### src/rtl/branch_resolve_unit.sv
// Branch resolve stage: evaluates RV32 branch conditions from ALU flags, issues
// redirect + multi-cycle flush on mispredict, owns the 2-bit BHT. Optional BRU_STATS_EN adds counters.
module branch_resolve_unit #(
  parameter int         IDX_W        = 6,
  parameter int         FLUSH_CYCLES = 2,
  parameter logic [1:0] BHT_INIT     = 2'b01
) (
  input  logic        clk,
  input  logic        reset,
  input  logic        br_valid,
  input  logic        br_is_jump,
  input  logic [2:0]  br_funct3,
  input  logic        flag_n,
  input  logic        flag_z,
  input  logic        flag_c,
  input  logic        flag_v,
  input  logic        b_zero,
  input  logic [31:0] br_pc,
  input  logic [31:0] br_target,
  input  logic        pred_taken,
  input  logic [31:0] pred_target,
  input  logic [31:0] lookup_pc,
  output logic        lookup_taken,
  output logic        redirect_valid,
  output logic [31:0] redirect_pc,
  output logic        flush_d,
  output logic        flush_e
`ifdef BRU_STATS_EN
  ,
  output logic [31:0] stat_branches,
  output logic [31:0] stat_mispredicts
`endif
);

  localparam int         ENTRIES  = 1 << IDX_W;
  localparam logic [2:0] CNT_INIT = 3'(FLUSH_CYCLES - 1);

  typedef enum logic {S_IDLE, S_FLUSH} state_t;

  state_t      r_state, w_state_nxt;
  logic [2:0]  r_cnt, w_cnt_nxt;
  logic        r_redirect, w_redirect_nxt;
  logic [31:0] r_redirect_pc, w_redirect_pc_nxt;
  logic        r_flush, w_flush_nxt;

  logic [1:0]  r_bht [ENTRIES];

  logic        w_geu, w_lt, w_cond, w_legal, w_taken, w_mispredict;
  logic        w_accept, w_bht_we;
  logic [31:0] w_correct_pc;
  logic [IDX_W-1:0] w_widx, w_ridx;
  logic [1:0]  w_ctr, w_ctr_nxt;
  logic        w_unused_lookup;

  // Unsigned geu uses b_zero because the ALU carry reads 0 when rs2 is zero.
  always_comb begin
    w_geu   = flag_c | b_zero;
    w_lt    = flag_n ^ flag_v;
    w_cond  = 1'b0;
    w_legal = 1'b1;
    case (br_funct3)
      3'b000:  w_cond = flag_z;
      3'b001:  w_cond = ~flag_z;
      3'b100:  w_cond = w_lt;
      3'b101:  w_cond = ~w_lt;
      3'b110:  w_cond = ~w_geu;
      3'b111:  w_cond = w_geu;
      default: w_legal = 1'b0;
    endcase
  end

  assign w_taken      = br_is_jump | w_cond;
  assign w_correct_pc = w_taken ? br_target : br_pc + 32'd4;
  assign w_mispredict = br_valid & ((w_taken != pred_taken) |
                                    (w_taken & (pred_target != br_target)));
  assign w_accept     = br_valid & (r_state == S_IDLE);
  assign w_bht_we     = w_accept & ~br_is_jump & w_legal;

  always_comb begin
    w_state_nxt       = r_state;
    w_cnt_nxt         = r_cnt;
    w_redirect_nxt    = 1'b0;
    w_redirect_pc_nxt = r_redirect_pc;
    w_flush_nxt       = 1'b0;
    case (r_state)
      S_IDLE: begin
        if (w_accept & w_mispredict) begin
          w_redirect_nxt    = 1'b1;
          w_redirect_pc_nxt = w_correct_pc;
          w_flush_nxt       = 1'b1;
          w_cnt_nxt         = CNT_INIT;
          w_state_nxt       = (FLUSH_CYCLES > 1) ? S_FLUSH : S_IDLE;
        end
      end
      S_FLUSH: begin
        if (r_cnt == 3'd0) begin
          w_state_nxt = S_IDLE;
        end else begin
          w_flush_nxt = 1'b1;
          w_cnt_nxt   = r_cnt - 3'd1;
        end
      end
      default: w_state_nxt = S_IDLE;
    endcase
  end

  always_ff @(posedge clk) begin
    if (reset) begin
      r_state       <= S_IDLE;
      r_cnt         <= 3'd0;
      r_redirect    <= 1'b0;
      r_redirect_pc <= 32'd0;
      r_flush       <= 1'b0;
    end else begin
      r_state       <= w_state_nxt;
      r_cnt         <= w_cnt_nxt;
      r_redirect    <= w_redirect_nxt;
      r_redirect_pc <= w_redirect_pc_nxt;
      r_flush       <= w_flush_nxt;
    end
  end

  assign redirect_valid = r_redirect;
  assign redirect_pc    = r_redirect_pc;
  assign flush_d        = r_flush;
  assign flush_e        = r_flush;

  assign w_widx    = br_pc[IDX_W+1:2];
  assign w_ridx    = lookup_pc[IDX_W+1:2];
  assign w_ctr     = r_bht[w_widx];
  assign w_ctr_nxt = w_cond ? ((w_ctr == 2'd3) ? 2'd3 : w_ctr + 2'd1)
                            : ((w_ctr == 2'd0) ? 2'd0 : w_ctr - 2'd1);

  always_ff @(posedge clk) begin
    if (reset) begin
      for (int i = 0; i < ENTRIES; i++) r_bht[i] <= BHT_INIT;
    end else if (w_bht_we) begin
      r_bht[w_widx] <= w_ctr_nxt;
    end
  end

  // Array read is pre-edge, so a same-cycle update is not visible until next cycle.
  assign lookup_taken    = r_bht[w_ridx][1];
  assign w_unused_lookup = ^{lookup_pc[31:IDX_W+2], lookup_pc[1:0]};

`ifdef BRU_STATS_EN
  logic [31:0] r_stat_br, r_stat_mp;

  always_ff @(posedge clk) begin
    if (reset) begin
      r_stat_br <= 32'd0;
      r_stat_mp <= 32'd0;
    end else begin
      if (w_accept)                r_stat_br <= r_stat_br + 32'd1;
      if (w_accept & w_mispredict) r_stat_mp <= r_stat_mp + 32'd1;
    end
  end

  assign stat_branches    = r_stat_br;
  assign stat_mispredicts = r_stat_mp;
`endif

endmodule

### config.mk
export PLATFORM = sky130hd
export DESIGN_NAME = branch_resolve_unit
export DESIGN_NICKNAME = d
export VERILOG_FILES = /design/src/rtl/branch_resolve_unit.sv
export SDC_FILE = /design/constraint.sdc
export NUM_CORES = 1
export LEC_CHECK = 0
export ABC_AREA = 1
export CAP_MARGIN = 20
export CORE_ASPECT_RATIO = 0.8
export CORE_UTILIZATION = 30
export DETAILED_ROUTE_END_ITERATION = 10
export PLACE_DENSITY = 0.48
export SYNTH_ARGS = -nofsm -noshare
export SYNTH_HDL_FRONTEND = slang
export SYNTH_SLANG_ARGS = --single-unit
### constraint.sdc
create_clock -name clk -period 3.56 [get_ports clk]
set_input_delay 0.712 -clock clk [delete_from_list [all_inputs] [get_ports clk]]
set_output_delay 0.712 -clock clk [all_outputs]
set_load 0.02 [all_outputs]
# Word-level counts from Yosys, hierarchy flattened
# Memory sizes are Yosys's and may differ from the RTL's.
# Cells that the tools add are included.
# word_totals
regBits,37
mem_bits_rw,128
inputBits,141
out_inout_bits,36
word_cells,62
n_memories,1
# classes
add_sub_neg,4
n_eq_ne,10
mux,20
bitwise_logic,15
n_reduce_logical,8
# memory_table
memory,words,width,rd,rd_clocked_by_memory_dff,write_ports,line_no,source
r_bht,64,2,2,0,64,46,logic [1:0] r_bht [ENTRIES];
# ops
op,count
"adder 32 x 3 -> 32 bit, second input constant",1
2-to-1 mux 32 bit,1
!= test 32 bit,1
"equality test 3 bit, second input constant",4
2-to-1 mux 1 bit,9
2-to-1 mux 2 bit,4
bitwise AND 1 bit,6
zero test 3 bit,2
2-to-1 mux 3 bit,2
2-to-1 mux 6 bit,1
one-hot mux 1 bit (6 select lines),1
one-hot mux 3 bit (2 select lines),1
OR reduction 6 bit,1
inverter 1 bit,5
AND reduction 2 bit,2
OR reduction 2 bit,2
"equality test 3 x 1 -> 1 bit, second input constant",1
bitwise OR 1 bit,3
"subtractor 3 x 1 -> 3 bit, second input constant",1
"adder 2 x 1 -> 2 bit, second input constant",1
"equality test 2 bit, second input constant",1
zero test 2 bit,1
"!= test 2 x 1 -> 1 bit, second input constant",1
"!= test 2 bit, second input constant",1
other kinds (4),4

# Logic depth before layout (Yosys ltp)
# Gate-level depths: netlist of run 1.
# logic_depth
depth_word,10
ltp_mapped,18

# Least setup slack after synthesis of run 1
# Ideal clock, no wire load.
# synth_path
path_kind,input -> output
start,input port lookup_pc[2]
end,output port lookup_taken
t_arrival_ps,1712
slack_ps,1136
stages,10
path_cell_list,inv_1 -> clkbuf_1 -> nor2_1 -> o22ai_1 -> nand2_1 -> nand2_1 -> a21oi_1 -> o21ai_0 -> nand3b_1 -> nand2_1
# synth_between
elab_chain_cells,1
# synth_rtl
element,line_no,source
"start, declared",22,"input logic [31:0] lookup_pc,"
memory read (64 x 2 bit),-,
"end, declared",23,"output logic lookup_taken,"
# Every way passes these cells.

# Worst setup path after layout of run 1
# Same ends and word-level chain as after synthesis.

==> results of run 1 <==
## state kept, by name, indices dropped and copies added, names as in the netlist
register / flops
redirect_pc: 32
redirect_valid: 1
flush_d: 1
r_cnt: 3
r_bht: 128
## routing by layer
metal | global-route usage [%] | up-vias | wire length (microns)
li1 | - | 5313 | -
met1 | 33.3 | 4844 | 19600
met2 | 28.5 | 282 | 15500
met3 | 4.13 | 41 | 2200
met4 | 6.30 | 0 | 742
met5 | 0 | - | 0
## stage by stage
| step | cells | worst slack [ps] | utilization [%] |
|---|---|---|---|
| 6_report | 2208 | 195 | 38.3 |
| 5_1_grt | 2208 | 30.9 | 38.3 |
| 4_1_cts | 2207 | 222 | 38.3 |
| 3_5_place_dp | 2175 | -48.2 | 36.7 |
| 3_3_place_gp | 2175 | -25.9 | 36.7 |
| 2_1_floorplan | 1595 | 1140 | - |
## layout make-up
| cell class | instances | share of cell area, % |
|---|---|---|
| antenna | 1 | 0.0186 |
| clock buffer | 21 | 3.74 |
| clock inverter | 11 | 0.587 |
| inverter | 151 | 4.22 |
| multi-input combinational | 1199 | 38.4 |
| sequential | 165 | 34.1 |
| tap | 472 | 4.40 |
| timing repair buffer | 188 | 14.5 |
## cell usage in the layout, fill, tap and decap left out
| cell type | count |
|---|---|
| or2_2 | 10 |
| nand2_1 | 615 |
| clkdlybuf4s50_1 | 148 |
| nand3_1 | 94 |
| buf_4 | 25 |
| clkbuf_16 | 19 |
| o21ai_1 | 1 |
| buf_12 | 13 |
| nand2_4 | 1 |
| o22ai_1 | 14 |
| clkinv_2 | 2 |
| clkinv_1 | 1 |
| a21oi_1 | 20 |
| edfxtp_1 | 128 |
| inv_2 | 7 |
| nor4_4 | 1 |
| nand3_2 | 1 |
| clkbuf_8 | 2 |
| nand3b_1 | 8 |
| diode_2 | 1 |
| o21ai_0 | 70 |
| xnor2_1 | 14 |
| o211ai_1 | 2 |
| dlygate4sd2_1 | 1 |
| xor2_1 | 15 |
| clkinv_4 | 1 |
| nand2_2 | 4 |
| nor2_1 | 280 |
| o221ai_1 | 1 |
| buf_2 | 1 |
| dfxtp_1 | 37 |
| nor3_1 | 13 |
| ha_1 | 3 |
| inv_6 | 4 |
| inv_1 | 143 |
| nand4_1 | 30 |
| nor3_4 | 2 |
| inv_4 | 4 |
## path summary, 6_finish.rpt
kind,start,to,depth (start not counted)
max reg2reg,flush_d,r_bht[38][0],8
max,lookup_pc[2],lookup_taken,12
min,redirect_pc[23],redirect_pc[23],2
min reg2reg,redirect_pc[23],redirect_pc[23],2
## critical path, stage by stage
cell,delay [ps]
clkdlybuf4s50_1,530
inv_1,90
buf_12,160
o21ai_0,160
o22ai_1,130
nand2_1,90
nand2_1,50
a21oi_1,100
o21ai_0,110
nand3_1,100
nand2_1,70
dlygate4sd2_1,330
## where the power goes
group | total [mW] | switching, mW | internal (mW)
Combinational | 1.11 | 0.688 | 0.419
Sequential | 2.19 | 0.0495 | 2.14
Clock | 1.85 | 0.826 | 1.02
## cell families (layout without fill, tap and decap cells)
group / count (synthesis) / after routing / synth area share, %
other: 0 / 1 / 0
and+or+nand+nor: 1059 / 1059 / 40.1
adders and majority gates: 3 / 3 / 0.350
DFF: 165 / 165 / 42.7
xor gates and xnor gates: 29 / 29 / 2.37
AOI/OAI and AO/OA: 108 / 108 / 5.28
buffers and inverters: 231 / 371 / 9.25
==> impl_metrics.ini, run 1 <==
[route]
drt_iter0_drc = 928
ant_nets = 0
wl_microns = 38100
routedWlPerCell_microns = 17.3
vias = 10500
dr.pass1.iters = 5
avgViaCountPerCell = 4.75
remaining_drc_errors = 0

[clock_tree]
clockBufferDepth = 2
insertion_delay_ps = 450
cts_tree = yes
clk_pin_slew_ps = 70
clock-sinks = 165
root_buffer = clkbuf_16
cts_resized = 1
cts_hold_buf = 0
htreeDepth = 4
postCtsSetupBuffers = 0
cts_made_buffers = 17

[yosys]
ys.flop_type = edfxtp_1
synth_nets = 1739
yosysSeqAreaShare_pct = 42.7
avgSynthCellArea_sq_um = 6.73
synth_area_leaders = edfxtp_1 (36%), nand2_1 (22%), nor2_1 (9.8%)
ys_async_sr_fraction_pct = 0
syn_area_sq_mm = 0.0107
yosys_warnings = 0
synth_most_common_cell = nand2_1
ys_types = 31
ys_seq_elements = 165
synth_edf_count = 128
yosysTopAreaCell = edfxtp_1
netlist_top_cells_count = nand2_1 (616), nor2_1 (280), inv_1 (143)
synth.top_cell.area_share_pct = 35.8
synthCells = 1595

[floorplan]
die_y_microns = 171
core_area_sq_mm = 0.0350
die-area_sq_mm = 0.0366
fp.dieW_microns = 214
io-pin-count = 177
start_util_pct = 30.7
rows = 61

[finish]
regArea_sq_mm = 0.00458
area_growth_pct = 25.1
multi_input_area_sq_mm = 0.00516
drive_above_1_share_pct = 5.59
design_area_sq_mm = 0.0134
final_nets = 1866
nFillCells = 3724

[run_status]
outcome = completed

[pwr]
vdd_drop_max_uv = 197
power_density_mw_per_mm2 = 383
power_mw = 5.14
power.leakage_nw = 5.53

[sta]
rsz0062_at_grt = no
fin_worst_skew_ps = 13.9
maxSlewHeadroom_pct = 59.7
min_period_ps = 3370
setup_viol = 0
drv_slew = 0
fmax_ghz = 0.297
holdWs_ps = 467
hold_viol_final = 0
tns_ps = 0
period_share_pct = 94.5
tightestPinTransition_ps = 603

[setup_path]
worst_ep_arrival_time_ps = 2650
endpoint_kind = primary output
r2r_setup_slack_ps = 1240
required_ps = 2850
crit_fanout = 31
start_kind = primary input
crit_type = in2out

[placed_design]
io_buffers = 150
place_hpwl_microns = 27500
finalWeightedCongestion = 0.920
dpl_cell_area_sq_mm = 0.0128

[grt]
grt_max_degree = 92
grt_pass1_wl_microns = 57600
antenna_found_initial = 1
grt_overflow = 0
grtUsageTotal_pct = 21.2
first_global_vias = 9526

[hold_path]
hold_class = reg2reg

[flow_run]
maxCapViolations = 0
Power figures use the tool's default switching activity.
==> run 2, diff against run 1 <==
Settings changed: PLACE_DENSITY 0.48 to 0.61.
==> impl_metrics.ini, run 2 (synthesis results as in run 1) <==
[grt]
grtUsageTotal_pct = 19.9
grt_pass1_wl_microns = 55000
antenna_found_initial = 2
grt_overflow = 0
first_global_vias = 9893
grt_max_degree = 65

[sta]
maxSlewHeadroom_pct = 52.9
hold_viol_final = 0
tns_ps = 0
fin_worst_skew_ps = 21.8
tightestPinTransition_ps = 706
drv_slew = 0
setup_viol = 0
min_period_ps = 3410
holdWs_ps = 469
fmax_ghz = 0.293
period_share_pct = 95.8
rsz0062_at_grt = no

[floorplan]
fp.dieW_microns = 214
io-pin-count = 177
start_util_pct = 30.7
die_y_microns = 171
die-area_sq_mm = 0.0366
rows = 61
core_area_sq_mm = 0.0350

[setup_path]
worst_ep_arrival_time_ps = 2700
endpoint_kind = primary output
r2r_cells = 15
crit_fanout = 12
cpMostUsedCell = o211ai_1
cp_slowest_cell = clkdlybuf4s50_1
required_ps = 2850
slowest_delay_ps = 570
start_kind = primary input
crit_type = in2out
crit_path_cell_trace = clkdlybuf4s50_1 -> clkinvlp_4 -> buf_4 -> o21ai_0 -> o22ai_1 -> o211ai_1 -> o211ai_1 -> nand3_1 -> nand2_1 -> dlygate4sd2_1

[route]
drt_iter0_drc = 1040
wl_microns = 36600
dr.pass1.iters = 6
routedWlPerCell_microns = 16.5
vias = 10800
ant_nets = 0
avgViaCountPerCell = 4.87
remaining_drc_errors = 0

[finish]
largest_reg_flops = 128
largest_register = r_bht
nFillCells = 3638
fin_cells = 2213
final_cell_mix = nand2_1 (615), nor2_1 (280), clkdlybuf4s50_1 (148)
final_core_util_pct = 38.3
multi_input_area_sq_mm = 0.00516
final_common_cell = nand2_1
regArea_sq_mm = 0.00458
area_growth_pct = 24.9
final_nets = 1870
drive_above_1_share_pct = 5.75

[placed_design]
place_hpwl_microns = 26100
dp_cells = 2176
io_buffers = 150
finalWeightedCongestion = 0.928

[clock_tree]
clockBufferDepth = 2
root_buffer = clkbuf_16
cts_hold_buf = 0
insertion_delay_ps = 450
clk_pin_slew_ps = 60
clock-sinks = 165
cts_tree = yes
cts_made_buffers = 17
htreeDepth = 4

[pwr]
vdd_drop_max_uv = 291
power.leakage_nw = 5.50
power_density_mw_per_mm2 = 376

[run_status]
outcome = completed

[hold_path]
hold_depth = 2
hold_class = reg2reg

[flow_run]
maxCapViolations = 0
==> run 2: cell count changes in the layout (fill, tap and decap cells not counted), sizes merged <==
cell | before | now
inv | 158 | 157
clkbuf | 21 | 18
diode | 1 | 3
buf | 39 | 43
clkinvlp | 0 | 3
==> run 2: cell type report <==
class | instances | share of cell area, %
flip-flops and latches | 165 | 34.2
repair buffers | 192 | 14.6
inverters | 151 | 4.25
diodes | 3 | 0.0560
well taps | 472 | 4.40
clock inverters | 13 | 0.830
multi-input cells | 1199 | 38.5
clock buffers | 18 | 3.20
==> run 2: path summary, 6_finish.rpt <==
kind	from	to	slack, ps
worst max-delay path	lookup_pc[3]	lookup_taken	150
worst min-delay path	redirect_pc[28]	redirect_pc[28]	470
worst max register to register	r_bht[3][1]	r_bht[20][1]	1270
worst min register to register	redirect_pc[28]	redirect_pc[28]	470
==> run 2: power by group <==
part / internal (mW) / total (mW) / switching [mW]
combinational: 0.422 / 1.10 / 0.683
sequential: 2.14 / 2.18 / 0.0457
clock: 0.912 / 1.76 / 0.844
total: 3.47 / 5.05 / 1.57
==> run 2: per-stage QoR <==
stage	power, mW	setup WS (ps)	cell area [sq um]
finish	5.05	151	13400
detailed placement	3.32	-201	12800
global route	5.26	40.9	13400
floorplan	2.85	1140	10700
CTS	5.07	113	13400
global placement	3.32	-192	12800
==> run 2: routing by layer <==
metal  vias up  routed length, microns  track usage (%)
li1       5321                       -                -
met1      4974                   16800             28.2
met2       431                   16400             30.7
met3        50                    2610             3.34
met4         0                     771             6.40
met5         -                       0                0
==> run 2: repair_timing <==
item                       in CTS  in global routing
setup endpoints to repair       1                  1
setup buffers                   0                  3
cloned                          0                  0
resized for setup               3                  0
==> run 2: worst max-delay path: cells and delay by family <==
| kind | cells | cell delay, ps |
|---|---|---|
| AO/OA/AOI/OAI | 4 | 430 |
| AND/OR/NAND/NOR | 2 | 150 |
| buffers and inverters | 4 | 1390 |
==> run 3, diff against run 2 <==
Settings changed: DONT_BUFFER_PORTS from default to 1, PLACE_DENSITY 0.61 to 0.55.
==> impl_metrics.ini, run 3 (synthesis results as in run 1) <==
[route]
drt_iter0_drc = 1006
ant_nets = 0
dr.pass1.iters = 6
wl_microns = 35800
vias = 10100
routedWlPerCell_microns = 17.5
avgViaCountPerCell = 4.94
remaining_drc_errors = 0

[floorplan]
die-area_sq_mm = 0.0366
die_y_microns = 171
rows = 61
core_area_sq_mm = 0.0350
io-pin-count = 177
fp.dieW_microns = 214
start_util_pct = 30.7

[sta]
fin_worst_skew_ps = 17.8
rsz0062_at_grt = no
hold_viol_final = 0
holdWs_ps = 331
drv_slew = 0
maxSlewHeadroom_pct = 49.8
setup_viol = 0
tightestPinTransition_ps = 752
min_period_ps = 2890
fmax_ghz = 0.346
period_share_pct = 81.1
tns_ps = 0

[grt]
grt_max_degree = 73
grt.busiest_layer = met2
grt_pass1_wl_microns = 53900
first_global_vias = 9327
gr-usage-met2_pct = 29.4
grtUsageTotal_pct = 19.7
grt_overflow = 0
met1_usage_pct = 28.8
antenna_found_initial = 0
grtUsageMet3_pct = 3.72

[clock_tree]
postCtsSetupBuffers = 0
htreeDepth = 4
clockBufferDepth = 2
cts_made_buffers = 17
clock-sinks = 165
clk_pin_slew_ps = 60
cts_tree = yes
root_buffer = clkbuf_16
cts_resized = 0
cts_hold_buf = 0
insertion_delay_ps = 450

[placed_design]
finalWeightedCongestion = 0.904
place_hpwl_microns = 24800
io_buffers = 0

[run_status]
outcome = completed

[setup_path]
r2r_start = flush_d
crit_start = lookup_pc[3]
worst_ep_arrival_time_ps = 2180
r2r_cells = 8
endpoint_kind = primary output
start_kind = primary input
crit_fanout = 18
required_ps = 2850
crit_type = in2out

[finish]
antenna_cells = 0
largest_reg_flops = 128
final_cell_mix = nand2_1 (615), nor2_1 (280), inv_1 (143)
drive_above_1_share_pct = 5.21
final_common_cell = nand2_1
final_nets = 1705
largest_register = r_bht
area_growth_pct = 9.52

[pwr]
power_mw = 4.86
power.leakage_nw = 4.86
power_density_mw_per_mm2 = 414
vdd_drop_max_uv = 249

[hold_path]
min-delay-start = reset
hold_depth = 1
hold_class = in2reg

[flow_run]
maxCapViolations = 0
## run 3: changes by cell type in the layout (fill, tap and decap cells not counted), moves of 2 or more
| cell | previous run | this run |
|---|---|---|
| clkdlybuf4s50_1 | 148 | 0 |
| buf_12 | 11 | 6 |
| inv_6 | 5 | 0 |
| inv_4 | 0 | 3 |
| inv_8 | 3 | 0 |
| clkbuf_2 | 0 | 2 |
| buf_4 | 30 | 21 |
| clkbuf_1 | 1 | 3 |
| clkinvlp_4 | 3 | 0 |
| diode_2 | 3 | 0 |
| clkbuf_16 | 17 | 19 |
## run 3: layout make-up
| cell class | count | area (sq um) |
|---|---|---|
| fill | 3805 | 23300 |
| clock inverter | 7 | 67.6 |
| multi-input combinational | 1199 | 5160 |
| sequential | 165 | 4580 |
| clock buffer | 25 | 510 |
| tap | 472 | 591 |
| timing repair buffer | 27 | 278 |
| inverter | 151 | 567 |
## run 3: worst paths after layout
kind                                         to  slack [ps]
worst max-delay path               lookup_taken         670
worst min-delay path            redirect_pc[27]         330
worst max register to register     r_bht[36][0]         780
worst min register to register         r_cnt[0]         510
## run 3: per-stage QoR
| step | utilization, % | cell area [sq um] | cells | worst slack [ps] |
|---|---|---|---|---|
| 2_1_floorplan | - | 10700 | 1595 | 1140 |
| 3_3_place_gp | 31.9 | 11200 | 2014 | 565 |
| 3_5_place_dp | 31.9 | 11200 | 2014 | 541 |
| 4_1_cts | 33.6 | 11800 | 2046 | 663 |
| 5_1_grt | 33.6 | 11800 | 2046 | 500 |
| 6_report | 33.6 | 11800 | 2046 | 673 |
## run 3: where the power goes
group          total (mW)  switching [mW]  internal [mW]
clock                1.87           0.795           1.07
combinational       0.760           0.531          0.229
sequential           2.24          0.0979           2.14
## run 3: routing by layer
metal  routed length, microns  up-vias
li1                         -     4967
met1                    16900     4702
met2                    15700      385
met3                     2590       46
met4                      648        0
met5                        0        -
## run 3: worst max-delay path, stage by stage
cell,delay (ps)
inv_1,120
buf_4,270
o21ai_0,120
o22ai_1,330
o21ai_0,120
o21ai_0,170
nand3b_1,100
nand2_1,210
